**src/rtl/button_conditioner.sv**
```systemverilog
// Conditions raw active-low pushbuttons into a debounced level plus press,
// release and one-shot long-press pulses, one independent channel per button.
module button_conditioner #(
    parameter int unsigned N_BTN           = 2,
    parameter int unsigned DEBOUNCE_CYCLES = 500000,
    parameter int unsigned LONG_CYCLES     = 50000000,
    parameter int unsigned CNT_W           = 26
) (
    input  logic             clock,
    input  logic             reset,
    input  logic [N_BTN-1:0] button_l,
    output logic [N_BTN-1:0] pressed,
    output logic [N_BTN-1:0] press_pulse,
    output logic [N_BTN-1:0] release_pulse,
    output logic [N_BTN-1:0] long_pulse
);

    localparam logic [CNT_W-1:0] DB_LAST   = CNT_W'(DEBOUNCE_CYCLES - 1);
    localparam logic [CNT_W-1:0] LONG_LAST = CNT_W'(LONG_CYCLES - 1);
    localparam logic [CNT_W-1:0] LONG_MAX  = CNT_W'(LONG_CYCLES);

    if (DEBOUNCE_CYCLES < 2) begin : g_bad_debounce
        $error("button_conditioner: DEBOUNCE_CYCLES must be >= 2");
    end
    if (LONG_CYCLES <= DEBOUNCE_CYCLES) begin : g_bad_long
        $error("button_conditioner: LONG_CYCLES must exceed DEBOUNCE_CYCLES");
    end
    if ((64'(LONG_CYCLES) >> CNT_W) != 64'd0) begin : g_bad_width
        $error("button_conditioner: CNT_W too narrow for LONG_CYCLES");
    end

    typedef enum logic [1:0] {
        RELEASED,
        PRESS_WAIT,
        PRESSED,
        RELEASE_WAIT
    } state_t;

    for (genvar i = 0; i < N_BTN; i++) begin : g_btn
        logic             s1;
        logic             s2;
        logic             active;
        state_t           state;
        logic [CNT_W-1:0] dcnt;
        logic [CNT_W-1:0] lcnt;
        logic             level;
        logic             pp;
        logic             rp;
        logic             lp;

        assign active = ~s2;

        // Synchronizer, debounce FSM and long-press counter for one button.
        always_ff @(posedge clock) begin
            if (reset) begin
                s1    <= 1'b1;
                s2    <= 1'b1;
                state <= RELEASED;
                dcnt  <= '0;
                lcnt  <= '0;
                level <= 1'b0;
                pp    <= 1'b0;
                rp    <= 1'b0;
                lp    <= 1'b0;
            end else begin
                s1 <= button_l[i];
                s2 <= s1;
                pp <= 1'b0;
                rp <= 1'b0;
                lp <= 1'b0;
                case (state)
                    RELEASED: begin
                        if (active) begin
                            state <= PRESS_WAIT;
                            dcnt  <= CNT_W'(1);
                        end
                    end
                    PRESS_WAIT: begin
                        if (!active) begin
                            state <= RELEASED;
                            dcnt  <= '0;
                        end else if (dcnt == DB_LAST) begin
                            state <= PRESSED;
                            dcnt  <= '0;
                            lcnt  <= '0;
                            level <= 1'b1;
                            pp    <= 1'b1;
                        end else begin
                            dcnt <= dcnt + CNT_W'(1);
                        end
                    end
                    PRESSED: begin
                        // Saturation at LONG_MAX keeps the long pulse one-shot.
                        if (lcnt != LONG_MAX) begin
                            lcnt <= lcnt + CNT_W'(1);
                        end
                        if (lcnt == LONG_LAST) begin
                            lp <= 1'b1;
                        end
                        if (!active) begin
                            state <= RELEASE_WAIT;
                            dcnt  <= CNT_W'(1);
                        end
                    end
                    RELEASE_WAIT: begin
                        // lcnt is frozen here; a bounce resumes it uncleared.
                        if (active) begin
                            state <= PRESSED;
                            dcnt  <= '0;
                        end else if (dcnt == DB_LAST) begin
                            state <= RELEASED;
                            dcnt  <= '0;
                            level <= 1'b0;
                            rp    <= 1'b1;
                        end else begin
                            dcnt <= dcnt + CNT_W'(1);
                        end
                    end
                    default: begin
                        state <= RELEASED;
                        dcnt  <= '0;
                    end
                endcase
            end
        end

        assign pressed[i]       = level;
        assign press_pulse[i]   = pp;
        assign release_pulse[i] = rp;
        assign long_pulse[i]    = lp;
    end

endmodule
```
**config.mk**
```make
export PLATFORM = sky130hd
export DESIGN_NAME = button_conditioner
export DESIGN_NICKNAME = d
export VERILOG_FILES = /design/src/rtl/button_conditioner.sv
export SDC_FILE = /design/constraint.sdc
export NUM_CORES = 1
export LEC_CHECK = 0
export ABC_AREA = 1
export CORE_MARGIN = 4
export CORE_UTILIZATION = 45
export CTS_CLUSTER_DIAMETER = 200
export DETAILED_ROUTE_END_ITERATION = 16
export HOLD_SLACK_MARGIN = 0.08
export REMOVE_ABC_BUFFERS = 1
export SLEW_MARGIN = 20
export SYNTH_ARGS = -nofsm -noshare
export SYNTH_HDL_FRONTEND = slang
export SYNTH_SLANG_ARGS = --single-unit
export TNS_END_PERCENT = 10
```
**constraint.sdc**
```tcl
create_clock -name clock -period 3.1 [get_ports clock]
set_input_delay 0.31 -clock clock [delete_from_list [all_inputs] [get_ports clock]]
set_output_delay 0.31 -clock clock [all_outputs]
set_load 0.01 [all_outputs]
```
==> results.json, run 1 <==
{
  "status": "finished clean",
  "grt_max_degree": 47,
  "clock_path_buffers": 2,
  "crit_family": "simple AND/OR/NAND/NOR gates",
  "nets": 1285,
  "slowest_stage": "nor2_2",
  "timing.final.crit_share_pct": 72.3,
  "grt_pass1_wl_mm": 34.4,
  "fill_cells": 1789,
  "rsz0062_at_grt": "no",
  "area_growth_syn_to_layout_pct": 10.9,
  "finalSetupViolCount": 0,
  "synth_area_leader_cell": "dfxtp_1",
  "p_leak_nw": 2.97,
  "die_x_um": 138,
  "min-delay-start": "reset",
  "grt.overflow.total": 0,
  "clkTransAtPathRegs_ps": 60,
  "synthMostInstantiatedCell": "nand2_1",
  "cts_sinks": 120,
  "insertion_delay_ps": 420,
  "hold_buffers": 0,
  "numCtsBuffers": 17,
  "ys_top_cells_by_area": "dfxtp_1 32%, nand2_1 20%, nor2_1 9.7%, nand3_1 8.2%, a21oi_1 6.4%",
  "htreeDepth": 4,
  "r2r_start": "g_btn[0].state[0]",
  "rows": 47,
  "start_util_pct": 45.9,
  "powerDensity_nw_per_um2": 469,
  "min_path_type": "input pin to flip-flop",
  "grt_pass1_vias": 7175,
  "wl_per_cell_um": 13.2,
  "die_h_um": 138,
  "peakVddDrop_mv": 0.395,
  "synth_top_flop_cell": "dfxtp_1",
  "drv_slew": 0,
  "maxCapViolCount": 0,
  "drt-total-wl_mm": 20.0,
  "synth_cell_types": 37,
  "synth_area_per_cell_sq_um": 5.91,
  "n_antenna_cell": 0,
  "worst_slew_pin_slew_ps": 697,
  "place_inst": 1476,
  "routed_via_density": 5.21,
  "drtIter0Drc": 636,
  "fin_skew_ps": 8.00,
  "gr-usage-all-layers_pct": 21.0,
  "slew_headroom_pct": 53.5,
  "yosysWarnings": 0,
  "cts_resized": 0,
  "fmax_ghz": 0.446,
  "synth_seq_cells": 120,
  "ant_nets": 0,
  "ys_top_cells_by_count": "401 x nand2_1, 196 x nor2_1, 130 x inv_1",
  "clock_tree.root_cell": "clkbuf_16",
  "io_pins": 12,
  "synth-edff-count": 0,
  "portBuffers": 11,
  "firstDrtPassIters": 5,
  "synth_top_area_share_pct": 31.6,
  "vias": 7855,
  "path_max_fanout": 24,
  "setup_tns_ps": 0,
  "cp-start-kind": "flip-flop",
  "gp_congestion": 0.938,
  "dpl.hpwl_mm": 14.0,
  "antenna_found_initial": 0,
  "core_sq_um": 16600,
  "cp_common_cell": "nand2_1",
  "synth_cells": 1287,
  "cts_tree": "built",
  "critPathKind": "flip-flop to flip-flop",
  "cts_post_setup_buffers_inserted": 0,
  "syn-cell-area_sq_um": 7610,
  "critPathRequiredTime_ps": 3390,
  "layout-drive-gt1-share_pct": 5.67,
  "critPathLaunch": "g_btn[0].state[0]",
  "path_cells": "inv_2, nand2_1, nor3_1, nand3_1, nor2_1, nor2_2, nand2_4, nand2_1, a21oi_1",
  "final.min_clock_period_ps": 2240,
  "drc": 0,
  "dieArea_sq_um": 19100,
  "finalHoldViolCount": 0,
  "yosysSeqAreaShare_pct": 31.6,
  "cp.buffers_inverters": 1,
  "end_kind": "flip-flop",
  "final_cell_count_no_fill": 1508,
  "regArea_sq_um": 2400,
  "multi_input_area_sq_um": 4430,
  "max_stage_delay_ps": 440,
  "async_flop_share_pct": 0,
  "critical_path_arrival_ps": 2530
}
through the flow:
stage	instance area (sq um)	hold WS (ps)	total power, W	util [%]	worst slack (ps)
6_report	8440	341	0.00396	50.9	860
5_1_grt	8440	368	0.00407	50.9	629
4_1_cts	8440	338	0.00400	50.9	851
3_5_place_dp	7760	402	0.00170	46.8	890
3_3_place_gp	7760	404	0.00170	46.8	928
2_1_floorplan	7330	379	0.00165	-	1120
final cells by class:
cell class	instances	share of cell area [%]
clock buffers	19	5.37
clock inverters	13	2.65
inverters	134	5.96
multi-input cells	985	52.5
flip-flops and latches	120	28.5
well taps	220	3.26
repair buffers	17	1.81
registers in the layout (all words and copies together) (netlist names), named ones only:
signal,flops
g_btn.dcnt,52
g_btn.lcnt,52
g_btn.level,2
g_btn.lp,2
g_btn.pp,2
g_btn.rp,2
g_btn.s1,2
g_btn.s2,2
g_btn.state,2
placed cells by master, fill, tap and decap left out, types with 3 or more instances in the layout:
| master | count |
|---|---|
| a21oi_1 | 98 |
| buf_4 | 7 |
| bufinv_16 | 6 |
| clkbuf_16 | 17 |
| clkdlybuf4s50_1 | 10 |
| clkinv_2 | 4 |
| dfxtp_1 | 120 |
| ha_1 | 6 |
| inv_1 | 130 |
| inv_2 | 4 |
| nand2_1 | 401 |
| nand2_2 | 4 |
| nand3_1 | 125 |
| nand3b_1 | 4 |
| nand4_1 | 27 |
| nor2_1 | 196 |
| nor2_2 | 7 |
| nor3_1 | 33 |
| nor4_1 | 4 |
| o211ai_1 | 3 |
| o21ai_0 | 27 |
| o21bai_1 | 8 |
| o22ai_1 | 5 |
| or2_2 | 15 |
| xnor2_1 | 3 |
| xor2_1 | 6 |
layer usage:
metal  vias to the layer above  global-route usage, %  wire length, um
met4                         0                   4.94              222
met5                         -                      0                0
met1                      3544                   28.8             9820
met2                       175                   34.3             9010
met3                        27                   4.32              904
li1                       4109                      -                -
where the power goes:
part,switching [W],internal [W]
Combinational,0.0000871,0.0000219
Clock,0.000749,0.00154
Sequential,0.00000718,0.00155
Total,0.000843,0.00312
final timing paths:
check,end,slack [ps],cells past startpoint
worst max register to register,g_btn[0].lcnt[20],860,9
worst min-delay path,g_btn[1].lcnt[23],340,2
worst max-delay path,g_btn[0].lcnt[20],860,9
worst min register to register,g_btn[0].s2,420,1
cells by family (layout without fill, tap and decap cells):
group	Yosys count	after routing	share of synthesized area, %
simple gates	823	823	45.7
buf+inv	182	183	10.3
compound gates	147	147	10.4
flops	120	120	31.6
xor+xnor	9	9	1.04
fa+ha+maj	6	6	0.986
Power figures use the tool's default switching activity.
==> run 2: changes to the inputs <==
Clock period 3.1 ns to 2.1 ns, I/O delays scaled along.
==> results.json, run 2 (synthesis gave the netlist of run 1 again) <==
{
  "status": "finished clean",
  "n_antenna_cell": 0,
  "insertion_delay_ps": 420,
  "grt_pass1_vias": 7317,
  "cp-start-kind": "flip-flop",
  "drv_slew": 0,
  "die_x_um": 138,
  "vias": 7924,
  "fmax_ghz": 0.523,
  "clock_tree.root_cell": "clkbuf_16",
  "clock_path_buffers": 2,
  "finalHoldViolCount": 0,
  "worst_slew_pin_slew_ps": 588,
  "io_pins": 12,
  "area_growth_syn_to_layout_pct": 13.5,
  "cts_post_setup_buffers_inserted": 0,
  "layout_common_cells": "401 x nand2_1, 196 x nor2_1, 130 x inv_1",
  "final_cell_count_no_fill": 1532,
  "routed_via_density": 5.17,
  "finalSetupViolCount": 0,
  "drc": 0,
  "critPathKind": "flip-flop to flip-flop",
  "min_path_type": "input pin to flip-flop",
  "grt_pass1_wl_mm": 34.7,
  "final_common_cell": "nand2_1",
  "place_inst": 1500,
  "powerDensity_nw_per_um2": 658,
  "pre_cts_slack_ps": 174,
  "path_cells": "ha_1, nand2_1, nor2_4, nand2_2, nor2_2, nand3_1, nand2_4, inv_1, nor2_2, nand2_1, a21oi_1",
  "core_sq_um": 16600,
  "end_kind": "flip-flop",
  "p_leak_nw": 3.09,
  "firstDrtPassIters": 5,
  "grt.overflow.total": 0,
  "setup_tns_ps": 0,
  "layout-drive-gt1-share_pct": 7.24,
  "fin_skew_ps": 6.62,
  "nets": 1309,
  "wl_per_cell_um": 13.3,
  "critical_path_arrival_ps": 2250,
  "grt.met2_usage_pct": 34.2,
  "dpl.hpwl_mm": 14.6,
  "portBuffers": 11,
  "gr-usage-all-layers_pct": 21.4,
  "dieArea_sq_um": 19100,
  "die_h_um": 138,
  "drtIter0Drc": 492,
  "top_regs": "g_btn.dcnt x52, g_btn.lcnt x52",
  "drt-total-wl_mm": 20.4,
  "antenna_found_initial": 0,
  "peakVddDrop_mv": 0.622,
  "slowest_stage": "dfxtp_1",
  "ant_nets": 0,
  "start_util_pct": 45.9,
  "gp_congestion": 0.924,
  "path_max_fanout": 8,
  "cts_tree": "built",
  "met1_usage_pct": 29.2,
  "final.min_clock_period_ps": 1910,
  "slew_headroom_pct": 60.8,
  "maxCapViolCount": 0,
  "grtUsageMet3_pct": 3.97,
  "numCtsBuffers": 17,
  "finalWorstSetupSlack_ps": 188,
  "busiest_layer": "met2",
  "clkTransAtPathRegs_ps": 50,
  "rows": 47,
  "max_stage_delay_ps": 380,
  "critPathRequiredTime_ps": 2440,
  "fin_total_pwr_w": 0.00568,
  "htreeDepth": 4,
  "cts_sinks": 120,
  "timing.final.crit_share_pct": 91.0,
  "grt_max_degree": 86
}
[run 2: cell types whose count changed in the layout (fill, tap and decap cells not counted), moves of 2 or more]
cell       before  now
clkinv_2        4    2
buf_12          0    3
clkbuf_1        0    3
buf_4           7   28
clkbuf_8        2    5
bufinv_16       6    4
[run 2: power by group]
group / switching, W / total, W / internal (W) / leakage, nW
Sequential: 0.0000109 / 0.00230 / 0.00229 / 0.968
Combinational: 0.000135 / 0.000192 / 0.0000570 / 1.81
Clock: 0.00105 / 0.00319 / 0.00214 / 0.313
Total: 0.00119 / 0.00568 / 0.00449 / 3.09
[run 2: final cells by class]
type                            instances  area [sq um]
Sequential cell                       120          2400
Fill cell                            1798          7950
Tap cell                              220           275
Multi-Input combinational cell        985          4440
Clock buffer                           25           505
Clock inverter                          7           138
Timing Repair Buffer                   41           370
Inverter                              134           503
[run 2: worst paths after layout]
kind	slack, ps	start	to	depth (start not counted)
min reg2reg	420	g_btn[1].s1	g_btn[1].s2	1
max	190	g_btn[0].dcnt[0]	g_btn[0].lcnt[20]	11
min	290	reset	g_btn[1].lcnt[21]	3
max reg2reg	190	g_btn[0].dcnt[0]	g_btn[0].lcnt[20]	11
[run 2: per-layer routing]
| metal | part of all wire [%] | routed length, um |
|---|---|---|
| met1 | 50 | 10200 |
| met2 | 45 | 9200 |
| met3 | 3.2 | 652 |
| met4 | 1.8 | 377 |
| met5 | 0 | 0 |
[run 2: timing repair]
| action | in CTS | in global routing |
|---|---|---|
| hold buffers | 0 | 0 |
| gates resized for setup | 0 | 3 |
| endpoints found under the setup margin | 0 | 29 |
[run 2: metrics by stage]
stage	hold slack (ps)	util (%)	instance area (sq um)
after floorplan	279	-	7330
after global placement	392	48.1	7980
after detailed placement	401	48.1	7980
after CTS	319	52.0	8620
after global routing	337	52.1	8640
final	287	52.1	8640
[run 2: critical path, delay by kind of cell, from the launching register on]
| kind | cells | cell delay [ps] |
|---|---|---|
| adders and majority gates | 1 | 190 |
| and+or+nand+nor | 8 | 1040 |
| AOI/OAI and AO/OA | 1 | 160 |
| DFF | 1 | 380 |
| buffers and inverters | 1 | 60 |
